$ cat config.mk
export PLATFORM = sky130hd
export DESIGN_NAME = mem_arbiter
export DESIGN_NICKNAME = d
export VERILOG_FILES = /design/src/rtl/mem_arbiter.sv
export SDC_FILE = /design/constraint.sdc
export NUM_CORES = 1
export LEC_CHECK = 0
export CAP_MARGIN = 20
export CORE_AREA = 2 2 105 107
export CTS_CLUSTER_SIZE = 28
export DETAILED_ROUTE_END_ITERATION = 8
export DIE_AREA = 0 0 107 109
export DONT_BUFFER_PORTS = 1
export GPL_ROUTABILITY_DRIVEN = 0
export PLACE_DENSITY = 0.7
export SYNTH_ARGS = -nofsm -noshare
export SYNTH_HDL_FRONTEND = slang
export SYNTH_SLANG_ARGS = --single-unit
$ cat constraint.sdc
create_clock -name clk -period 5.8 [get_ports clk]
set_input_delay 0.87 -clock clk [delete_from_list [all_inputs] [get_ports clk]]
set_output_delay 0.87 -clock clk [all_outputs]
set_load 0.02 [all_outputs]
$ cat src/rtl/mem_arbiter.sv
// Two-port (fetch/data) arbiter in front of a single-ported synchronous memory.
// Define ARB_FIXED_PRIO_EN to replace round-robin with fixed data-first priority.
module mem_arbiter #(
  parameter int ADDR_W = 32,
  parameter int DATA_W = 32
) (
  input  logic              clk,
  input  logic              reset,
  input  logic              i_req,
  input  logic [ADDR_W-1:0] i_addr,
  output logic              i_gnt,
  output logic              i_rvalid,
  output logic [DATA_W-1:0] i_rdata,
  input  logic              d_req,
  input  logic [ADDR_W-1:0] d_addr,
  input  logic [DATA_W-1:0] d_wdata,
  input  logic              d_we,
  output logic              d_gnt,
  output logic              d_rvalid,
  output logic [DATA_W-1:0] d_rdata,
  output logic [ADDR_W-1:0] address,
  output logic [DATA_W-1:0] data_out,
  input  logic [DATA_W-1:0] data_in,
  output logic              we,
  output logic              busy
);

  typedef enum logic [1:0] {IDLE, ISSUE, RESP} state_t;

  state_t              state_q, state_d;
  logic [ADDR_W-1:0]   address_q, address_d;
  logic [DATA_W-1:0]   data_out_q, data_out_d;
  logic [DATA_W-1:0]   i_rdata_q, i_rdata_d;
  logic [DATA_W-1:0]   d_rdata_q, d_rdata_d;
  logic                we_q, we_d;
  logic                i_gnt_q, i_gnt_d;
  logic                d_gnt_q, d_gnt_d;
  logic                i_rvalid_q, i_rvalid_d;
  logic                d_rvalid_q, d_rvalid_d;
  logic                owner_d_q, owner_d_d;  // 1 = data port owns the transaction
  logic                pick_d;

`ifdef ARB_FIXED_PRIO_EN
  assign pick_d = d_req;
`else
  logic last_d_q, last_d_d;  // 1 = data port was granted last
  assign pick_d = d_req && (!i_req || !last_d_q);

  always_ff @(posedge clk or posedge reset) begin
    if (reset) last_d_q <= 1'b1;
    else       last_d_q <= last_d_d;
  end
`endif

  always_ff @(posedge clk or posedge reset) begin
    if (reset) begin
      state_q    <= IDLE;
      address_q  <= '0;
      data_out_q <= '0;
      i_rdata_q  <= '0;
      d_rdata_q  <= '0;
      we_q       <= 1'b0;
      i_gnt_q    <= 1'b0;
      d_gnt_q    <= 1'b0;
      i_rvalid_q <= 1'b0;
      d_rvalid_q <= 1'b0;
      owner_d_q  <= 1'b0;
    end else begin
      state_q    <= state_d;
      address_q  <= address_d;
      data_out_q <= data_out_d;
      i_rdata_q  <= i_rdata_d;
      d_rdata_q  <= d_rdata_d;
      we_q       <= we_d;
      i_gnt_q    <= i_gnt_d;
      d_gnt_q    <= d_gnt_d;
      i_rvalid_q <= i_rvalid_d;
      d_rvalid_q <= d_rvalid_d;
      owner_d_q  <= owner_d_d;
    end
  end

  always_comb begin
    state_d    = state_q;
    address_d  = address_q;
    data_out_d = data_out_q;
    i_rdata_d  = i_rdata_q;
    d_rdata_d  = d_rdata_q;
    we_d       = 1'b0;
    i_gnt_d    = 1'b0;
    d_gnt_d    = 1'b0;
    i_rvalid_d = 1'b0;
    d_rvalid_d = 1'b0;
    owner_d_d  = owner_d_q;
`ifndef ARB_FIXED_PRIO_EN
    last_d_d   = last_d_q;
`endif
    unique case (state_q)
      IDLE: begin
        if (i_req || d_req) begin
          state_d   = ISSUE;
          owner_d_d = pick_d;
`ifndef ARB_FIXED_PRIO_EN
          last_d_d  = pick_d;
`endif
          if (pick_d) begin
            address_d  = d_addr;
            data_out_d = d_wdata;
            we_d       = d_we;
            d_gnt_d    = 1'b1;
          end else begin
            address_d  = i_addr;
            i_gnt_d    = 1'b1;
          end
        end
      end
      // Memory samples address/we on this exit edge; we falls with it.
      ISSUE: state_d = RESP;
      RESP: begin
        state_d = IDLE;
        if (owner_d_q) begin
          d_rdata_d  = data_in;
          d_rvalid_d = 1'b1;
        end else begin
          i_rdata_d  = data_in;
          i_rvalid_d = 1'b1;
        end
      end
      default: state_d = IDLE;
    endcase
  end

  assign address  = address_q;
  assign data_out = data_out_q;
  assign we       = we_q;
  assign i_gnt    = i_gnt_q;
  assign d_gnt    = d_gnt_q;
  assign i_rvalid = i_rvalid_q;
  assign d_rvalid = d_rvalid_q;
  assign i_rdata  = i_rdata_q;
  assign d_rdata  = d_rdata_q;
  assign busy     = (state_q != IDLE);

endmodule
==> flow_summary.ini, run 1 <==
[detailed_routing]
drt-wirelength-per-cell_um = 23.5
first_iter_violations = 104
number_of_nets_with_antenna_violations_after_detailed_routing = 0
firstDrtPassIters = 4
wl_met1_um = 4200
route.met2.wl_um = 6240
wl_um = 12000
route.detailed.vias_per_inst = 5.94
top_layer = met4
met3_routed_wirelength_um = 1380
detailroute.via_count = 3016
drc = 0

[global_route]
globalRouteTotalUtil_pct = 20.1
grt_pass1_wl_um = 17200
largest_net_degree_at_the_start_of_global_routing = 91
number_of_global_route_vias_before_repair = 3098
total_grt_overflow = 0
grt_antenna_before_repair = 1

[setup_path]
worst-r2r-cell-count = 4
path_buf_inv = 2
timing.setup.critical_path_class = reg2out
worst_setup_end_kind = output pin
crit_path_top_delay_cell = sky130_fd_sc_hd__dfrtp_1
r2r_slack_ps = 3480
critical-path-top-delay-family = buffers and inverters
critical_path.max_fanout = 28
critPathRequiredTime_ps = 4930
critical-path-max-stage-delay_ps = 470
crit-reg2reg-capture = address[9]
critical_r2r_launch = state_q[0]
crit_path_start_kind = flip-flop
worstPathCellList = nor2_2 > buf_4 > inv_1
cp_data_arrival_time_ps = 1860

[clock_network]
clkSlewWorstSetupHoldPaths_ps = 60
post_cts_buffers = 0
cts_max_path_buffers = 2
cts_root_buf = sky130_fd_sc_hd__clkbuf_8
cts_max_level = 4
clock_insertion_delay_worst_skew_ps = 520
tritoncts = yes
cts_repair_resize_count = 0
tritoncts_num_sinks = 137
postCtsHoldBufs = 0
tritoncts.num_buffers = 17

[min_path]
min-delay-path-class = in2async

[layout]
fillCellCount = 839
area_growth_from_synthesis_to_layout_pct = 14.9
drive_gt1_share_pct = 35.1
finalNonFillerCells = 508
final_net_count = 487

[place]
numPlacedInstances = 474
dp_worst_setup_slack_ps = 3510
port_buffer_count = 0
dp.final_hpwl_um = 8580

[synthesis]
ys_ff_latch = 137
synth_seq_area_share_pct = 64.7
synth.area.top_cells = sky130_fd_sc_hd__dfrtp_1 64%, sky130_fd_sc_hd__mux2_2 18%, sky130_fd_sc_hd__a221o_1 4.7%
synthDominantCellAreaShare_pct = 64.2
synth_cell_types = 25
postSynthNetCount = 484
post_synthesis_instance_area_um2 = 5300
synth_largest_area_cell = sky130_fd_sc_hd__dfrtp_1
ys_warns = 0
postSynthCellCount = 351
syn-mean-instance-area_um2 = 15.1

[sta]
period_minus_slack_ps = 2730
final_setup_skew_ps = 12.3
holdWs_ps = 353
grt_setup_unrepaired = no
setup_tns_ps = 0
timing.final.max_slew_violations = 0
worstMarginPinSlew_ps = 897
timing.max_slew.rel_slack_pct = 40.2
timing.fmax_ghz = 0.366
final_min_period_over_clock_period_pct = 47.1
timing_hold_violations_final = 0
finalSetupViolCount = 0
post-route-worst-setup-slack_ps = 3070

[floorplan]
initial_utilization_pct = 50.0
core_ar_um2 = 10600
fp.dieH_um = 109
floorplan.io_pins = 267
dieArea_um2 = 11700
row_count = 38
dieWidth_um = 107

[run]
maxCapViolCount = 0

[power_and_ir_drop]
power_per_cell_area_nw_per_um2 = 738
power.static_leakage_nw = 2.72
final_total_power_w = 0.00450
irDropWorstVdd_v = 0.000314

[outcome]
status = complete, no violations
-- layout by cell type, fill, tap and decap left out, types with 2 or more instances in the layout --
cell type | netlist | layout
sky130_fd_sc_hd__a221o_1 | 25 | 25
sky130_fd_sc_hd__mux2_2 | 84 | 84
sky130_fd_sc_hd__mux2_1 | 12 | 12
sky130_fd_sc_hd__bufinv_16 | 0 | 7
sky130_fd_sc_hd__clkbuf_16 | 0 | 16
sky130_fd_sc_hd__buf_4 | 0 | 5
sky130_fd_sc_hd__inv_1 | 3 | 2
sky130_fd_sc_hd__a31oi_1 | 7 | 7
sky130_fd_sc_hd__nand2_1 | 14 | 14
sky130_fd_sc_hd__dfrtp_1 | 136 | 136
sky130_fd_sc_hd__a21o_1 | 2 | 2
sky130_fd_sc_hd__clkinv_2 | 0 | 2
sky130_fd_sc_hd__and3_1 | 27 | 27
sky130_fd_sc_hd__a21oi_1 | 7 | 7
sky130_fd_sc_hd__clkbuf_1 | 6 | 3
sky130_fd_sc_hd__clkinv_4 | 0 | 3
-- synth_stat cells (all sizes together) --
cell      n
a21bo     1
a21boi    1
a21o      2
a21oi     7
a221o    25
a31oi     7
and3     27
buf      16
clkbuf    6
dfrtp   136
dfstp     1
inv       4
mux2     96
nand2    15
nand2b    1
nand3b    1
nor2      1
nor2b     1
nor3      1
nor3b     1
or2       1
-- kinds of logic after synthesis --
group / synth area share, %
AOI/OAI and AO/OA: 6.82
muxes: 20.4
and+or+nand+nor: 5.45
buffers and inverters: 2.69
DFF: 64.7
-- per-layer routing --
metal	GRT usage [%]	vias up
met5	0	-
met4	7.42	0
met3	10.2	14
met2	35.1	185
met1	20.7	1529
li1	-	1288
-- worst max-delay path by stage --
stage	startpoint	end	slack, ps	depth (start not counted)
6_report	state_q[0]	busy	3070	3
5_1_grt	state_q[0]	busy	2950	3
4_1_cts	state_q[0]	busy	3040	3
3_5_place_dp	state_q[0]	address[18]	3510	4
3_3_place_gp	state_q[0]	address[5]	3550	4
2_1_floorplan	reset	address[0]	1260	1
-- power by group --
group,total (W),internal (W),switching (W)
combinational,0.000890,0.000507,0.000383
sequential,0.00239,0.00144,0.000949
clock,0.00122,0.000829,0.000391
-- registers in the layout (all words and copies together), names as in the netlist --
signal and cells:
d_rvalid 1, d_rdata 32, address 32, i_rdata 32, data_out 32, owner_d_q 1
last_d_q 1, we 1, d_gnt 1, i_gnt 1, state_q 2, i_rvalid 1
-- layout make-up --
cell class	count	area, µm²	area share, %
clock inverter	12	246	4.05
antenna	1	2.50	0.0411
inverter	4	20.0	0.329
timing repair buffer	6	52.6	0.862
multi-input combinational	188	1740	28.6
sequential	137	3430	56.3
tap	140	175	2.87
clock buffer	20	425	6.98
-- through the flow --
step,utilization [%],area [µm²]
final,57.5,6090
after global routing,57.5,6090
after CTS,57.3,6080
after detailed placement,51.0,5400
after global placement,51.0,5400
after floorplan,-,5300
Note: power is estimated with default switching activity, not from simulation.
==> run 2: changes to the inputs <==
- CORE_AREA: 2 2 105 107 -> 2 2 104 106
- DIE_AREA: 0 0 107 109 -> 0 0 106 108
- PLACE_DENSITY: 0.7 -> 0.73
- clock period: 5.8 -> 2.3 ns (I/O delays scaled with it)
==> run 2 against run 1 <==
  * The flow now stops in clock tree synthesis
  * Area after synthesis is the same
  * Synthesized cell count stayed put
==> flow_summary.ini, run 2 <==
[floorplan]
dieWidth_um = 106
fp.dieH_um = 108
floorplan.io_pins = 267
row_count = 37
initial_utilization_pct = 51.8

[clock_network]
cts_max_path_buffers = 2
cts_max_level = 4
post_cts_buffers = 0
tritoncts_num_sinks = 137
cts_repair_resize_count = 0
cts_root_buf = sky130_fd_sc_hd__clkbuf_8
tritoncts.num_buffers = 17
postCtsHoldBufs = 102

[place]
port_buffer_count = 0
dpl_cell_area_um2 = 5440
dp.final_hpwl_um = 8000

[synthesis]
synthDominantCellAreaShare_pct = 64.2
postSynthCellCount = 351
async_reset_ff_share_pct = 100
ys_ff_latch = 137
ys_warns = 0
syn-mean-instance-area_um2 = 15.1
synth_cell_types = 25
post_synthesis_instance_area_um2 = 5300
synthTopCellsByCount = 136 x sky130_fd_sc_hd__dfrtp_1, 84 x sky130_fd_sc_hd__mux2_2, 27 x sky130_fd_sc_hd__and3_1
synth_edf_count = 0
post-synth-top-count-cell = sky130_fd_sc_hd__dfrtp_1
synth_largest_area_cell = sky130_fd_sc_hd__dfrtp_1
postSynthNetCount = 484
synth.area.top_cells = sky130_fd_sc_hd__dfrtp_1 64%, sky130_fd_sc_hd__mux2_2 18%, sky130_fd_sc_hd__a221o_1 4.7%
postSynth.topFlopCell = sky130_fd_sc_hd__dfrtp_1
synth_seq_area_share_pct = 64.7

[outcome]
firstError = [ERROR RSZ-0060] Max buffer count reached.
haltStage = clock tree synthesis
status = stopped before the end
-- run 2: cell counts after synthesis --
No cell type changed its count.
-- run 2: cells by family after synthesis --
family	count (synthesis)	share of synthesized area, %
buffers and inverters	26	2.69
AND/OR/NAND/NOR	49	5.45
multiplexers	96	20.4
flip-flops	137	64.7
AO/OA/AOI/OAI	43	6.82
-- run 2: through the flow --
| stage | std cells | setup WS, ps |
|---|---|---|
| after detailed placement | 474 | 659 |
| after global placement | 474 | 693 |
| after floorplan | 351 | 249 |
==> run 3: changes to the inputs <==
- CORE_AREA: 2 2 104 106 -> not set
- CORE_MARGIN: not set -> 2
- CORE_UTILIZATION: not set -> 40
- CTS_CLUSTER_SIZE: 28 -> not set
- DIE_AREA: 0 0 106 108 -> not set
- PLACE_DENSITY: 0.73 -> not set
- PLACE_DENSITY_LB_ADDON: not set -> 0.15
- clock period: 2.3 -> 2.99 ns (I/O delays scaled with it)
==> run 3 against run 2 <==
  * The run now ends clean
==> flow_summary.ini, run 3 (synthesized netlist as in run 1, its figures left out) <==
[sta]
holdWs_ps = 175
timing.fmax_ghz = 0.460
final_setup_skew_ps = 8.27
timing.max_slew.rel_slack_pct = 39.2
final_min_period_over_clock_period_pct = 72.7
worstMarginPinSlew_ps = 912
finalSetupViolCount = 0
post-route-worst-setup-slack_ps = 817
timing.final.max_slew_violations = 0
timing_hold_violations_final = 0
setup_tns_ps = 0
period_minus_slack_ps = 2170
grt_setup_unrepaired = no

[place]
dp_worst_setup_slack_ps = 956
dp.final_hpwl_um = 8080
port_buffer_count = 0

[layout]
area_growth_from_synthesis_to_layout_pct = 14.6
mostFrequentLayoutCells = 136 x sky130_fd_sc_hd__dfrtp_1, 84 x sky130_fd_sc_hd__mux2_2, 27 x sky130_fd_sc_hd__and3_1
layout_commonest_cell = sky130_fd_sc_hd__dfrtp_1
drive_gt1_share_pct = 35.6
n_antenna_cell = 0
final_net_count = 489
finalCoreUtilization_pct = 46.5

[floorplan]
fp.dieH_um = 119
dieWidth_um = 119
initial_utilization_pct = 40.5
core_ar_um2 = 13100
dieArea_um2 = 14200
floorplan.io_pins = 267
row_count = 42

[power_and_ir_drop]
power.static_leakage_nw = 2.68
p_sw_share_pct = 39.7
share_seq_of_total_power_pct = 55.2
irDropWorstVdd_v = 0.000681
pwr-share-comb_pct = 20.6
net_switching_component_of_the_power_w = 0.00333
power_per_cell_area_nw_per_um2 = 1380
power.internal_w = 0.00506
clkPwrFrac_pct = 24.2

[outcome]
status = complete, no violations

[global_route]
grt_antenna_before_repair = 0
total_grt_overflow = 0
largest_net_degree_at_the_start_of_global_routing = 75
grt_pass1_wl_um = 18000
number_of_global_route_vias_before_repair = 3145
globalRouteTotalUtil_pct = 16.6

[setup_path]
critical_r2r_launch = state_q[0]
crit-reg2reg-capture = address[24]
cp_data_arrival_time_ps = 1720
critical_path.max_fanout = 27
crit_path_start_kind = flip-flop
r2r_slack_ps = 960
worst-r2r-cell-count = 3
timing.setup.critical_path_class = reg2out
worst_setup_end_kind = output pin
critPathRequiredTime_ps = 2540

[min_path]
whs_path_depth = 1
hold_start = d_wdata[11]
worst_hold_path.endpoint = data_out[11]
min-delay-path-class = in2reg

[detailed_routing]
number_of_nets_with_antenna_violations_after_detailed_routing = 0
firstDrtPassIters = 4
first_iter_violations = 163
wl_um = 11500
drt-wirelength-per-cell_um = 21.2
detailroute.via_count = 2990
route.detailed.vias_per_inst = 5.50
drc = 0

[clock_network]
cts_root_buf = sky130_fd_sc_hd__clkbuf_16
clock_insertion_delay_worst_skew_ps = 410
post_cts_buffers = 0
cts_max_level = 4
tritoncts = yes
tritoncts.num_buffers = 17
tritoncts_num_sinks = 137
cts_max_path_buffers = 2
clkSlewWorstSetupHoldPaths_ps = 60

[run]
maxCapViolCount = 0
[run 3: metrics by stage]
step / area (µm²) / instances / total power [W]
4_1_cts: 6070 / 543 / 0.00850
3_3_place_gp: 5480 / 511 / 0.00635
2_1_floorplan: 5310 / 351 / 0.00592
3_5_place_dp: 5480 / 511 / 0.00644
6_report: 6080 / 544 / 0.00838
5_1_grt: 6080 / 544 / 0.00885
[run 3: worst max path at each step]
stage,startpoint,cells past startpoint,end,slack [ps]
final,state_q[0],3,busy,820
after global routing,state_q[0],3,busy,670
after CTS,state_q[0],3,busy,780
after detailed placement,state_q[0],3,address[9],960
after global placement,state_q[0],3,address[28],1040
after floorplan,reset,1,address[0],840
[run 3: per-layer routing]
metal | up-vias | routed length, µm | share of wire (%) | GRT usage, %
met3 | 12 | 1190 | 10 | 8.19
met2 | 166 | 5830 | 51 | 26.8
li1 | 1294 | - | - | -
met4 | 0 | 180 | 1.6 | 5.95
met5 | - | 0 | 0 | 0
met1 | 1518 | 4330 | 38 | 19.1
[run 3: power groups by stage]
stage / registers [W] / clock network, W / logic [W]
after floorplan: 0.00439 / 0 / 0.00152
after global placement: 0.00468 / 0 / 0.00168
after detailed placement: 0.00468 / 0 / 0.00176
after CTS: 0.00466 / 0.00208 / 0.00176
after global routing: 0.00475 / 0.00218 / 0.00192
final: 0.00463 / 0.00203 / 0.00172
[run 3: critical path: stages, from the launching register on]
cell,delay [ps]
sky130_fd_sc_hd__dfrtp_1,460
sky130_fd_sc_hd__nor2_2,380
sky130_fd_sc_hd__buf_4,320
sky130_fd_sc_hd__inv_1,160
[run 3: what timing repair did]
action	CTS	global route
resized for setup	0	0
hold endpoints to repair	16	0
hold buffers	1	0
[run 3: layout make-up]
cell class / count / area, µm²
inverter: 4 / 18.8
fill: 1135 / 7000
tap: 176 / 220
sequential: 137 / 3430
timing repair buffer: 8 / 91.3
clock buffer: 20 / 457
clock inverter: 11 / 123
multi-input combinational: 188 / 1740
==> run 4: changes to the inputs <==
- clock period: 2.99 -> 1.8 ns (I/O delays scaled with it)
==> run 4 against run 3 <==
  * Clock power up 83%
  * Combinational power rose by 98%
  * Count of clock-buffer cells in the layout up 2
  * Core utilization is 9.3 points higher
  * Sequential cell count is the same
  * Via count increased by 16%
  * Non-clock buffer count increased by 110
  * Clock skew down 1.9 ps
  * Sequential share of layout area shrank 9.4 points
  * Critical path depth increased by 1
  * Power is 77% higher
  * Global-route usage grew 1.7 points
  * Largest cell class unchanged
==> flow_summary.ini, run 4 (synthesized netlist as in run 1, its figures left out) <==
[sta]
timing.max_slew.rel_slack_pct = 65.0
timing.final.max_slew_violations = 0
worstMarginPinSlew_ps = 524
finalSetupViolCount = 0
final_min_period_over_clock_period_pct = 94.8
timing_hold_violations_final = 0
grt_setup_unrepaired = no
timing.fmax_ghz = 0.586
period_minus_slack_ps = 1710
final_setup_skew_ps = 6.36
post-route-worst-setup-slack_ps = 94.1

[setup_path]
critPathRequiredTime_ps = 1530
crit_path_start_kind = flip-flop
cp_data_arrival_time_ps = 1440
timing.setup.critical_path_class = reg2out
critical_path.max_fanout = 17
worst_setup_end_kind = output pin

[detailed_routing]
route.detailed.vias_per_inst = 5.29
top_layer = met4
route.met2.wl_um = 6490
detailroute.via_count = 3468
wl_met1_um = 4650
drt-wirelength-per-cell_um = 19.3
number_of_nets_with_antenna_violations_after_detailed_routing = 0
wl_um = 12600
first_iter_violations = 137
met3_routed_wirelength_um = 1210
firstDrtPassIters = 4
drc = 0

[min_path]
min-delay-path-class = in2reg

[global_route]
grt_pass1_wl_um = 19900
globalRouteTotalUtil_pct = 18.3
number_of_global_route_vias_before_repair = 3726
grt_antenna_before_repair = 0
largest_net_degree_at_the_start_of_global_routing = 67
total_grt_overflow = 0

[floorplan]
initial_utilization_pct = 40.5
row_count = 42
core_ar_um2 = 13100
floorplan.io_pins = 267
fp.dieH_um = 119
dieWidth_um = 119
dieArea_um2 = 14200

[layout]
mostFrequentLayoutCells = 135 x sky130_fd_sc_hd__dfrtp_1, 104 x sky130_fd_sc_hd__dlygate4sd3_1, 84 x sky130_fd_sc_hd__mux2_2
final_net_count = 599
n_antenna_cell = 0
area_growth_from_synthesis_to_layout_pct = 37.7
stdcell_area_um2 = 7300
finalCoreUtilization_pct = 55.8
finalNonFillerCells = 655
layout_commonest_cell = sky130_fd_sc_hd__dfrtp_1
drive_gt1_share_pct = 29.0

[place]
dp.final_hpwl_um = 7920
dp_worst_setup_slack_ps = 107
dpl_cell_area_um2 = 5560
numPlacedInstances = 516
port_buffer_count = 0

[clock_network]
cts_max_level = 4
tritoncts_num_sinks = 137
clock_insertion_delay_worst_skew_ps = 420
cts_max_path_buffers = 2
clkSlewWorstSetupHoldPaths_ps = 60
tritoncts = yes
cts_root_buf = sky130_fd_sc_hd__clkbuf_16
tritoncts.num_buffers = 17

[power_and_ir_drop]
p_sw_share_pct = 38.5
clkPwrFrac_pct = 25.0
pwr-share-comb_pct = 23.0
irDropWorstVdd_v = 0.000798
final_total_power_w = 0.0148
power_per_cell_area_nw_per_um2 = 2030
power.static_leakage_nw = 3.20
net_switching_component_of_the_power_w = 0.00571
power.internal_w = 0.00912
share_seq_of_total_power_pct = 52.0

[run]
maxCapViolCount = 0

[outcome]
status = complete, no violations
run 4: what timing repair did:
action                                  4_1_cts  5_1_grt
gates resized for setup                       3        2
hold buffers                                104        0
cloned                                        0        1
endpoints found under the setup margin        1        1
pin swaps                                     0        1
setup buffers                                 0        1
hold endpoints to repair                    144        0
run 4: per-stage QoR:
stage / TNS (ps) / hold slack, ps
floorplan: -23980 / 405
global placement: 0 / 163
detailed placement: 0 / 168
CTS: 0 / 0.538
global route: 0 / 6.25
finish: 0 / 18.9
run 4: final timing paths:
check	cells past startpoint	slack (ps)	startpoint	end
worst max-delay path	4	90	state_q[1]	busy
worst min-delay path	1	20	i_addr[13]	address[13]
worst max register to register	5	190	state_q[1]	address[2]
worst min register to register	1	540	last_d_q	last_d_q
max in group asynchronous	3	790	reset	last_d_q
min in group asynchronous	2	340	reset	i_rdata[0]
run 4: final cells by class:
cell class | instances | area [µm²]
Fill cell | 1015 | 5780
Sequential cell | 137 | 3430
Multi-Input combinational cell | 188 | 1750
Timing Repair Buffer | 118 | 1250
Clock buffer | 22 | 474
Tap cell | 176 | 220
Clock inverter | 10 | 166
Inverter | 4 | 18.8
run 4: worst max-delay path, cell delays in order (launching register included):
cell and delay (ps):
sky130_fd_sc_hd__dfrtp_2 460, sky130_fd_sc_hd__nor2_4 190, sky130_fd_sc_hd__buf_12 170, sky130_fd_sc_hd__inv_1 50, sky130_fd_sc_hd__buf_4 150
run 4: per-layer routing:
metal	vias up	global-route usage, %
met5	-	0
met4	0	9.15
met3	25	7.81
met2	188	29.9
met1	1739	20.4
li1	1516	-
run 4: power groups by stage:
stage          Sequential (W)  Combinational [W]  Clock (W)
2_1_floorplan         0.00730            0.00253          0
3_3_place_gp          0.00776            0.00293          0
3_5_place_dp          0.00775            0.00306          0
4_1_cts               0.00773            0.00327    0.00381
5_1_grt               0.00790            0.00373    0.00395
6_report              0.00771            0.00340    0.00371
